`src/rtl/lsu_pkg.sv`:
```
// -----------------------------------------------------------------------------
// lsu_pkg
// Shared definitions for the load/store unit:
//   - RV32I load/store funct3 codes (F3_B, F3_H, F3_W, F3_BU, F3_HU)
//   - FSM state encoding (lsu_state_t plus ST_* constants)
//   - WORD_ALIGN_MASK, which clears the byte offset of a byte address
// No ports (package).
// -----------------------------------------------------------------------------
package lsu_pkg;

  localparam logic [2:0] F3_B  = 3'b000;
  localparam logic [2:0] F3_H  = 3'b001;
  localparam logic [2:0] F3_W  = 3'b010;
  localparam logic [2:0] F3_BU = 3'b100;
  localparam logic [2:0] F3_HU = 3'b101;

  typedef logic [2:0] lsu_state_t;

  localparam lsu_state_t ST_IDLE   = 3'd0;
  localparam lsu_state_t ST_LOAD   = 3'd1;
  localparam lsu_state_t ST_RMW_RD = 3'd2;
  localparam lsu_state_t ST_WRITE  = 3'd3;
  localparam lsu_state_t ST_RESP   = 3'd4;

  localparam logic [31:0] WORD_ALIGN_MASK = 32'hFFFF_FFFC;

endpackage

```
`src/rtl/lsu_if.sv`:
```
// -----------------------------------------------------------------------------
// lsu_if
// Bundles the request, response and data-memory signals of the load/store
// unit.
//   slave  : the load/store unit's view (takes requests and memory read data,
//            drives responses and memory controls)
//   master : the environment's view (execute stage plus data memory)
// Parameter ADDR_W: byte address width.
//
// Handshake: a request transfers on the rising clk edge where
// req_valid && req_ready. req_ready is high only while the unit is idle.
// There is no response backpressure: resp_valid is a one-cycle pulse that
// the requester must take when it appears.
// -----------------------------------------------------------------------------
interface lsu_if #(
  parameter int ADDR_W = 32
);
  logic              req_valid;
  logic              req_ready;
  logic              req_write;
  logic [2:0]        req_funct3;
  logic [ADDR_W-1:0] req_addr;
  logic [31:0]       req_wdata;

  logic              resp_valid;
  logic [31:0]       resp_rdata;
  logic              resp_err;

  logic [ADDR_W-1:0] mem_addr;
  logic [31:0]       mem_din;
  logic              mem_read;
  logic              mem_write;
  logic [31:0]       mem_dout;

  modport slave (
    input  req_valid, req_write, req_funct3, req_addr, req_wdata, mem_dout,
    output req_ready, resp_valid, resp_rdata, resp_err,
           mem_addr, mem_din, mem_read, mem_write
  );

  modport master (
    output req_valid, req_write, req_funct3, req_addr, req_wdata, mem_dout,
    input  req_ready, resp_valid, resp_rdata, resp_err,
           mem_addr, mem_din, mem_read, mem_write
  );
endinterface

```
`src/rtl/lsu_align.sv`:
```
// -----------------------------------------------------------------------------
// lsu_align (combinational)
// Byte-lane helpers for the load/store unit.
//   ld_funct3/ld_lane/ld_word -> ld_data   : lane select + sign/zero extend
//   st_half/st_lane/st_word/st_wdata -> st_merged : byte/half lane merge
//   chk_write/chk_funct3/chk_lane -> chk_err      : misaligned/illegal decode
// -----------------------------------------------------------------------------
module lsu_align
  import lsu_pkg::*;
(
  input  logic [2:0]  ld_funct3,
  input  logic [1:0]  ld_lane,
  input  logic [31:0] ld_word,
  output logic [31:0] ld_data,

  input  logic        st_half,
  input  logic [1:0]  st_lane,
  input  logic [31:0] st_word,
  input  logic [31:0] st_wdata,
  output logic [31:0] st_merged,

  input  logic        chk_write,
  input  logic [2:0]  chk_funct3,
  input  logic [1:0]  chk_lane,
  output logic        chk_err
);

  logic [7:0]  ld_byte;
  logic [15:0] ld_half;
  logic        ld_signed;

  always_comb begin
    ld_byte   = ld_word[{ld_lane, 3'b000} +: 8];
    ld_half   = ld_lane[1] ? ld_word[31:16] : ld_word[15:0];
    ld_signed = ~ld_funct3[2];
    case (ld_funct3[1:0])
      2'b00:   ld_data = {{24{ld_byte[7] & ld_signed}}, ld_byte};
      2'b01:   ld_data = {{16{ld_half[15] & ld_signed}}, ld_half};
      default: ld_data = ld_word;
    endcase
  end

  always_comb begin
    st_merged = st_word;
    if (st_half) begin
      st_merged[{st_lane[1], 4'b0000} +: 16] = st_wdata[15:0];
    end else begin
      st_merged[{st_lane, 3'b000} +: 8] = st_wdata[7:0];
    end
  end

  // Unsigned variants exist only for loads; W has no unsigned form on RV32.
  always_comb begin
    case (chk_funct3)
      F3_B:    chk_err = 1'b0;
      F3_H:    chk_err = chk_lane[0];
      F3_W:    chk_err = |chk_lane;
      F3_BU:   chk_err = chk_write;
      F3_HU:   chk_err = chk_write | chk_lane[0];
      default: chk_err = 1'b1;
    endcase
  end

endmodule

```
`src/rtl/load_store_unit.sv`:
```
// -----------------------------------------------------------------------------
// load_store_unit
// Request-side front end for a word-addressed data memory. Turns RV32I
// byte/half/word loads and stores into word accesses; sub-word stores are
// done as read-modify-write, loads are sign/zero extended, and misaligned
// or illegal requests complete with resp_err without touching memory.
//
// Ports:
//   clk, reset     : clock, asynchronous active-high reset
//   bus (slave)    : request/response handshake and memory port (lsu_if)
//   dbg_state      : current FSM state
//   stat_loads/stat_stores/stat_errs : saturating completion counters,
//                    present only when LSU_STATS_EN is defined
//
// Parameters: ADDR_W byte address width, DATA_W data width (32 only).
// Optional feature macro: LSU_STATS_EN.
// -----------------------------------------------------------------------------
module load_store_unit
  import lsu_pkg::*;
#(
  parameter int ADDR_W = 32,
  parameter int DATA_W = 32
) (
  input  logic       clk,
  input  logic       reset,
  lsu_if.slave       bus,
  output lsu_state_t dbg_state
`ifdef LSU_STATS_EN
  ,
  output logic [31:0] stat_loads,
  output logic [31:0] stat_stores,
  output logic [31:0] stat_errs
`endif
);

  lsu_state_t        state_q, state_d;
  logic              write_q, write_d;
  logic [2:0]        f3_q, f3_d;
  logic [ADDR_W-1:0] addr_q, addr_d;
  logic [DATA_W-1:0] wdata_q, wdata_d;
  logic [DATA_W-1:0] word_q, word_d;
  logic              err_q, err_d;
  logic              resp_valid_q, resp_valid_d;
  logic              resp_err_q, resp_err_d;
  logic [DATA_W-1:0] resp_rdata_q, resp_rdata_d;

  logic              accept;
  logic [31:0]       ld_data;
  logic [31:0]       st_merged;
  logic              chk_err;

  lsu_align u_align (
    .ld_funct3  (f3_q),
    .ld_lane    (addr_q[1:0]),
    .ld_word    (bus.mem_dout),
    .ld_data    (ld_data),
    .st_half    (f3_q[0]),
    .st_lane    (addr_q[1:0]),
    .st_word    (word_q),
    .st_wdata   (wdata_q),
    .st_merged  (st_merged),
    .chk_write  (bus.req_write),
    .chk_funct3 (bus.req_funct3),
    .chk_lane   (bus.req_addr[1:0]),
    .chk_err    (chk_err)
  );

  assign accept = bus.req_valid && (state_q == ST_IDLE);

  always_comb begin
    state_d      = state_q;
    write_d      = write_q;
    f3_d         = f3_q;
    addr_d       = addr_q;
    wdata_d      = wdata_q;
    word_d       = word_q;
    err_d        = err_q;
    resp_valid_d = 1'b0;
    resp_err_d   = 1'b0;
    resp_rdata_d = '0;

    case (state_q)
      ST_IDLE: begin
        if (accept) begin
          write_d = bus.req_write;
          f3_d    = bus.req_funct3;
          addr_d  = bus.req_addr;
          wdata_d = bus.req_wdata;
          err_d   = chk_err;
          if (chk_err) begin
            state_d      = ST_RESP;
            resp_valid_d = 1'b1;
            resp_err_d   = 1'b1;
          end else if (!bus.req_write) begin
            state_d = ST_LOAD;
          end else if (bus.req_funct3 == F3_W) begin
            state_d = ST_WRITE;
          end else begin
            state_d = ST_RMW_RD;
          end
        end
      end
      ST_LOAD: begin
        // Extract straight from the memory word so the response is
        // registered on the same edge that captures the word.
        word_d       = bus.mem_dout;
        state_d      = ST_RESP;
        resp_valid_d = 1'b1;
        resp_rdata_d = ld_data;
      end
      ST_RMW_RD: begin
        word_d  = bus.mem_dout;
        state_d = ST_WRITE;
      end
      ST_WRITE: begin
        state_d      = ST_RESP;
        resp_valid_d = 1'b1;
      end
      ST_RESP: begin
        state_d = ST_IDLE;
      end
      default: begin
        state_d = ST_IDLE;
      end
    endcase
  end

  always_ff @(posedge clk or posedge reset) begin
    if (reset) begin
      state_q      <= ST_IDLE;
      write_q      <= 1'b0;
      f3_q         <= '0;
      addr_q       <= '0;
      wdata_q      <= '0;
      word_q       <= '0;
      err_q        <= 1'b0;
      resp_valid_q <= 1'b0;
      resp_err_q   <= 1'b0;
      resp_rdata_q <= '0;
    end else begin
      state_q      <= state_d;
      write_q      <= write_d;
      f3_q         <= f3_d;
      addr_q       <= addr_d;
      wdata_q      <= wdata_d;
      word_q       <= word_d;
      err_q        <= err_d;
      resp_valid_q <= resp_valid_d;
      resp_err_q   <= resp_err_d;
      resp_rdata_q <= resp_rdata_d;
    end
  end

  // Memory controls decode straight from state so reset removes them at once.
  assign bus.mem_read   = (state_q == ST_LOAD) || (state_q == ST_RMW_RD);
  assign bus.mem_write  = (state_q == ST_WRITE);
  assign bus.mem_addr   = addr_q & WORD_ALIGN_MASK[ADDR_W-1:0];
  assign bus.mem_din    = (f3_q == F3_W) ? wdata_q : st_merged;

  assign bus.req_ready  = (state_q == ST_IDLE);
  assign bus.resp_valid = resp_valid_q;
  assign bus.resp_err   = resp_err_q;
  assign bus.resp_rdata = resp_rdata_q;

  assign dbg_state      = state_q;

`ifdef LSU_STATS_EN
  logic [31:0] stat_loads_q, stat_loads_d;
  logic [31:0] stat_stores_q, stat_stores_d;
  logic [31:0] stat_errs_q, stat_errs_d;

  function automatic logic [31:0] sat_inc(input logic [31:0] v);
    return (v == 32'hFFFF_FFFF) ? v : v + 32'd1;
  endfunction

  always_comb begin
    stat_loads_d  = stat_loads_q;
    stat_stores_d = stat_stores_q;
    stat_errs_d   = stat_errs_q;
    if (state_q == ST_RESP) begin
      if (err_q) begin
        stat_errs_d = sat_inc(stat_errs_q);
      end else if (write_q) begin
        stat_stores_d = sat_inc(stat_stores_q);
      end else begin
        stat_loads_d = sat_inc(stat_loads_q);
      end
    end
  end

  always_ff @(posedge clk or posedge reset) begin
    if (reset) begin
      stat_loads_q  <= '0;
      stat_stores_q <= '0;
      stat_errs_q   <= '0;
    end else begin
      stat_loads_q  <= stat_loads_d;
      stat_stores_q <= stat_stores_d;
      stat_errs_q   <= stat_errs_d;
    end
  end

  assign stat_loads  = stat_loads_q;
  assign stat_stores = stat_stores_q;
  assign stat_errs   = stat_errs_q;
`endif

endmodule

```
`src/flat_wrapper.sv`:
```
// flat-port wrapper written by rule: the top's interface ports become plain ports
module load_store_unit_flat import lsu_pkg::*;
#(
  parameter int ADDR_W = 32,
  parameter int DATA_W = 32
)
  (clk, reset, dbg_state, bus_req_valid, bus_req_write, bus_req_funct3, bus_req_addr, bus_req_wdata, bus_mem_dout, bus_req_ready, bus_resp_valid, bus_resp_rdata, bus_resp_err, bus_mem_addr, bus_mem_din, bus_mem_read, bus_mem_write);
  lsu_if #(.ADDR_W(ADDR_W)) bus_i ();
  input  logic clk;
  input  logic reset;
  output lsu_state_t dbg_state;
  input wire logic [$bits(bus_i.req_valid)-1:0] bus_req_valid;
  input wire logic [$bits(bus_i.req_write)-1:0] bus_req_write;
  input wire logic [$bits(bus_i.req_funct3)-1:0] bus_req_funct3;
  input wire logic [$bits(bus_i.req_addr)-1:0] bus_req_addr;
  input wire logic [$bits(bus_i.req_wdata)-1:0] bus_req_wdata;
  input wire logic [$bits(bus_i.mem_dout)-1:0] bus_mem_dout;
  output wire logic [$bits(bus_i.req_ready)-1:0] bus_req_ready;
  output wire logic [$bits(bus_i.resp_valid)-1:0] bus_resp_valid;
  output wire logic [$bits(bus_i.resp_rdata)-1:0] bus_resp_rdata;
  output wire logic [$bits(bus_i.resp_err)-1:0] bus_resp_err;
  output wire logic [$bits(bus_i.mem_addr)-1:0] bus_mem_addr;
  output wire logic [$bits(bus_i.mem_din)-1:0] bus_mem_din;
  output wire logic [$bits(bus_i.mem_read)-1:0] bus_mem_read;
  output wire logic [$bits(bus_i.mem_write)-1:0] bus_mem_write;
  assign bus_i.req_valid = bus_req_valid;
  assign bus_i.req_write = bus_req_write;
  assign bus_i.req_funct3 = bus_req_funct3;
  assign bus_i.req_addr = bus_req_addr;
  assign bus_i.req_wdata = bus_req_wdata;
  assign bus_i.mem_dout = bus_mem_dout;
  assign bus_req_ready = bus_i.req_ready;
  assign bus_resp_valid = bus_i.resp_valid;
  assign bus_resp_rdata = bus_i.resp_rdata;
  assign bus_resp_err = bus_i.resp_err;
  assign bus_mem_addr = bus_i.mem_addr;
  assign bus_mem_din = bus_i.mem_din;
  assign bus_mem_read = bus_i.mem_read;
  assign bus_mem_write = bus_i.mem_write;
  load_store_unit #(.ADDR_W(ADDR_W), .DATA_W(DATA_W)) u_core (.clk(clk), .reset(reset), .bus(bus_i), .dbg_state(dbg_state));
endmodule
```
`config.mk`:
```
export PLATFORM = sky130hd
export DESIGN_NAME = load_store_unit_flat
export DESIGN_NICKNAME = d
export VERILOG_FILES = /design/src/rtl/lsu_pkg.sv /design/src/rtl/lsu_if.sv /design/src/rtl/lsu_align.sv /design/src/rtl/load_store_unit.sv /design/src/flat_wrapper.sv
export SDC_FILE = /design/constraint.sdc
export NUM_CORES = 1
export LEC_CHECK = 0
export CAP_MARGIN = 20
export CORE_ASPECT_RATIO = 2
export CORE_UTILIZATION = 35
export CTS_CLUSTER_SIZE = 40
export DETAILED_ROUTE_END_ITERATION = 10
export MAX_ROUTING_LAYER = met4
export PLACE_DENSITY = 0.63
export SYNTH_ARGS = -nofsm -noshare
export SYNTH_HDL_FRONTEND = slang
export SYNTH_SLANG_ARGS = --single-unit
```
`constraint.sdc`:
```
create_clock -name clk -period 6.2 [get_ports clk]
set_input_delay 1.24 -clock clk [delete_from_list [all_inputs] [get_ports clk]]
set_output_delay 1.24 -clock clk [all_outputs]
set_load 0.01 [all_outputs]
```
* After elaboration in Yosys (flattened, before gate mapping) *
Cells that the tools add are included.

storage, ports and cells
  register bits after elaboration = 136
  bits of input ports = 103

operators by class
  shift-type cells = 5
  add/subtract/negate cells = 2
  reduce and logical (&&, ||, !) cells = 9
  bitwise operators = 4
  eq/ne operators = 10
  multiplexer cells = 17

operators with widths
  kind                                                   number
  2-to-1 mux 32 bit                                      3
  bitwise mux 32 bit                                     2
  one-hot mux 32 bit (2 select lines)                    1
  variable shift 16 x 7 -> 32 bit, first input constant  1
  variable shift 8 x 7 -> 32 bit, first input constant   1
  indexed part select 16 x 7 -> 32 bit                   1
  indexed part select 32 x 6 -> 8 bit                    1
  indexed part select 8 x 7 -> 32 bit                    1
  2-to-1 mux 16 bit                                      1
  negation 5 -> 7 bit                                    2
  == test 3 x 2 -> 1 bit, second input constant          4
  2-to-1 mux 3 bit                                       3
  one-hot mux 3 bit (3 select lines)                     1
  == test 3 x 1 -> 1 bit, second input constant          2
  == test 3 bit, second input constant                   2
  zero test 3 bit                                        2
  OR reduction 2 bit                                     3
  one-hot mux 1 bit (5 select lines)                     1
  2-to-1 mux 1 bit                                       4
  AND 1 bit                                              2
  == test 2 x 1 -> 1 bit, second input constant          1
  zero test 2 bit                                        1
  inequality test 2 x 1 -> 1 bit, second input constant  1
  one-hot mux 1 bit (2 select lines)                     1
  other kinds (5)                                        5

* Depth between registers and ports, before layout *
  word-level depth = 6
  mapped depth = 8

* Cells and area by module *
Synthesis repeated with hierarchy kept, for this count alone.

second synthesis, totals
  cells, all modules = 595
  area, all modules = 7156.9 µm²

modules (own cells, without submodules)
  module           seq. area each (µm²)  area each (µm²)  instances  cells an instance
  load_store_unit  3403.3                5560.3           1          370
  lsu_align        0.0                   1596.5           1          225

* Worst setup path before layout *
No wires, ideal clock.

  path type = register to output
  start point = register u_core.addr_q[1]
  end point = output bus_mem_din[16]
  path buffers = 2
  slack = 2.837 ns
  arrival time = 2.123 ns
  cell stages (with the launch flop) = 9
  path through = dfrtp_1 buf_2 buf_2 inv_1 ha_1 inv_1 nor4_2 a221oi_1 nor2_1

on the way
  cells in the longest elaborated chain, start to end = 5

ends and longest elaborated chain
  item                                                                line                              text
  start: declaration                                                  load_store_unit.sv:39             logic [ADDR_W-1:0] addr_q, addr_d;
  start signal: assignment                                            load_store_unit.sv:144            addr_q <= addr_d;
  negation 5 -> 7 bit (on tied branches)                              lsu_align.sv:46, lsu_align.sv:48
  indexed part select 16 x 7 -> 32 bit, or another cell as far along  lsu_align.sv:46                   st_merged[{st_lane[1], 4'b0000} +: 16] = st_wdata[15:0];
  bitwise mux 32 bit (on tied branches)                               lsu_align.sv:46, lsu_align.sv:48
  2-to-1 mux 32 bit *                                                 lsu_align.sv:45                   if (st_half) begin
  2-to-1 mux 32 bit *                                                 load_store_unit.sv:158            assign bus.mem_din = (f3_q == F3_W) ? wdata_q : st_merged;
  end: declaration                                                    flat_wrapper.sv:23                output wire logic [$bits(bus_i.mem_din)-1:0] bus_mem_din;

Every way passes the cells marked *; elsewhere a longest branch is shown, timed or not.

* Final worst setup path *
  start point = register u_core.addr_q[1]
  end point = output bus_mem_din[23]

Same word-level chain as after synthesis.

==> qor.yml <==
status: "finished, final reports clean"
gp_congestion: 0.8384
power_mw: 5.356
fin_skew_ns: 0.01183
cts-root-buf: "clkbuf_16"
place_ws_ns: 1.507
dp_hpwl_um: 15530
final_util_pct: 49.73
swShare_pct: 38.95
cts_buffers: 17
layout-drive-gt1-share_pct: 12.85
switchingPower_mw: 2.086
ff_latch_area_mm2: 0.003403
cts_tree: "built"
worst-endpoint-required_ns: 4.96
rows: 71
rsz0062_at_grt: "false"
viasPerCell: 4.947
first_iter_violations: 277
final_cells: 1122
cp_top_family: "flip-flops"
critPathSlowestCell: "dfrtp_1"
maxSlewViolCount: 0
p_comb_share_pct: 48.1
fillers: 1815
yosysWarnings: 0
grt_start_max_net_pins: 98
ys.flop_type: "dfrtp_1"
clock_latency_ns: 0.42
htree_levels: 4
avgRoutedWirePerCell_um: 18.70
period_minus_slack_ns: 5.151
fin_ws_ns: 1.049
crit_fanout: 31
drtPass1Iterations: 5
worst_ep_arrival_time_ns: 3.91
cts_hold_buf: 0
worstSetupPathType: "register to primary output"
crit_path_end_kind: "primary output"
core_area_mm2: 0.01874
finalSetupViolCount: 0
grt_use_total_pct: 23.16
multiInputGateArea_mm2: 0.002733
p_int_mw: 3.270
clock_power_share_pct: 21.2
io_pins: 207
dieWidth_um: 99.48
grt_pass1_vias: 5788
clkTransAtPathRegs_ns: 0.06
vias: 5551
irDropWorstVdd_v: 0.0002446
synthArstFlopShare_pct: 100.0
port_buffers: 204
final_nets: 959
clkSinkCount: 136
drt_wl_total_um: 20980
syn_inst: 691
yosysUniqueCellTypes: 47
postCtsSetupRepairBufs: 0
cpPeakStageDelay_ns: 1.01
grt_first_pass_wirelength_um: 32540
final_area_mm2: 0.009321
syn_area_mm2: 0.006651
antenna_found_initial: 3
seqPwrFrac_pct: 30.7
crit_top_cell: "inv_1"
clockBufferDepth: 2
maxCapViolCount: 0
drc_errors: 0
fin_crit_sh_pct: 83.08
synth_edf_count: 0
holdWs_ns: 0.4714
fin_tns_setup_ns: 0
hold_viol: 0
relSlewSlack_pct: 31.62
crit_buf_inv: 3
worstPathCellList: "inv_1 -> ha_1 -> inv_1 -> nor4_2 -> a221oi_1 -> nor2_1 -> clkdlybuf4s50_1"
die_h_um: 197.0
p_leak_nw: 4.225
worst_pin_slew_ns: 1.026
place_inst: 1087
start_util_pct: 35.48
synthToLayoutAreaGrowth_pct: 40.14
die-area_mm2: 0.01959
cp-start-kind: "register"
hold_path.class: "register to register"
seq_area_frac_synth_pct: 51.17
antenna_left: 0
timing.fmax_mhz: 194.1
overflow: 0
ys_ff_latch: 136
cts_resized: 0
placed_area_mm2: 0.008652
power_density_mw_per_mm2: 574.6
syn_area_per_cell_um2: 9.626
## per-layer routing
metal	track usage, %	vias to the layer above	share of wire (%)
li1	-	2620	-
met1	23.45	2678	35
met5	-	-	0
met4	15.47	0	4.9
met2	41.02	195	56
met3	3.085	58	3.7
## cell usage in the layout (no fill, tap or decap), drive strengths merged
cell           instances
a2111oi                7
a21oi                  2
a221o                  1
a221oi                24
a222oi                 8
a31oi                  4
and2                   1
buf                    6
bufinv                 5
clkbuf                18
clkdlybuf4s50        204
clkinv                 8
clkinvlp               2
conb                   2
dfrtp                136
diode                  3
ha                     5
inv                   27
mux2                  48
mux2i                  9
nand2                247
nand3b                 1
nand4                  1
nor2                  34
nor2b                  1
nor3                   5
nor3b                  1
nor4                   3
o21ai                 17
o22ai                 19
o2bb2ai                8
o31a                   1
o31ai                  2
o41ai                  1
or3                    2
or3b                   3
xnor2                  1
## worst register-to-register path, cell delays in order, from the launching register on
cell	delay, ns
dfrtp_1	1.01
buf_4	0.43
mux2i_1	0.42
o22ai_4	0.16
o21ai_2	0.68
nand2_1	0.12
## area by class of cell
type,instances,area share (%)
Antenna cell,3,0.08054
Tap cell,255,3.423
Timing Repair Buffer,210,22.39
Sequential cell,136,36.51
Clock inverter,14,2.389
Inverter,28,1.181
Clock buffer,18,4.711
Multi-Input combinational cell,458,29.32
## power by group through the flow
stage | registers, mW | clock network, mW | logic, mW
floorplan | 1.48 | 0 | 1.64
global placement | 1.65 | 0 | 2.57
detailed placement | 1.64 | 0 | 2.59
CTS | 1.64 | 1.15 | 2.61
global route | 1.69 | 1.19 | 2.80
finish | 1.64 | 1.13 | 2.58
## synthesized netlist by cell type (2+ instances only)
master	number	area, um2
a31oi_1	3	18.77
buf_2	24	120.1
nand2_1	247	927.1
o2bb2ai_1	8	70.07
a2111oi_0	6	52.55
buf_1	2	7.510
o22ai_1	18	112.6
mux2_2	48	540.5
clkinv_1	2	7.510
o21ai_1	5	25.02
mux2i_1	9	90.09
a222oi_1	8	80.08
dfrtp_1	136	3403
nor2_1	33	123.9
ha_1	5	62.56
nor4_2	2	25.02
clkbuf_1	11	41.29
nor3_1	5	25.02
o21ai_2	2	17.52
a221oi_1	16	140.1
buf_4	32	240.2
inv_1	25	93.84
or3_1	2	12.51
a221oi_2	8	120.1
or3b_1	3	26.28
o21ai_0	10	50.05
## kinds of logic after synthesis
family | synth area share (%)
flip-flops | 51.17
adder cells (fa/ha/maj) | 0.9406
XOR/XNOR | 0.1317
other | 0.05638
buffers and inverters | 7.901
multiplexers | 9.481
AO/OA/AOI/OAI | 12.19
AND/OR/NAND/NOR | 18.13
## sequential cells by signal, summed over array words and instances (netlist names)
register and flops:
u_core.bus.resp_valid 1, u_core.bus.resp_rdata 32, u_core.word_q 32, u_core.f3_q 3, u_core.dbg_state 3, u_core.bus.resp_err 1
u_core.wdata_q 32, u_core.addr_q 32
## worst paths after layout
path / start / to / slack [ns] / depth (start not counted)
worst max-delay path: u_core.addr_q[1] / bus_mem_din[23] / 1.05 / 7
worst min register to register: u_core.addr_q[16] / u_core.addr_q[16] / 0.47 / 2
min in group asynchronous: reset / u_core.addr_q[10] / 1.38 / 2
max in group asynchronous: reset / u_core.word_q[6] / 3.70 / 3
worst min-delay path: u_core.addr_q[16] / u_core.addr_q[16] / 0.47 / 2
worst max register to register: u_core.addr_q[1] / u_core.bus.resp_rdata[17] / 3.22 / 5
No activity file was read; power rests on OpenSTA's default activity.
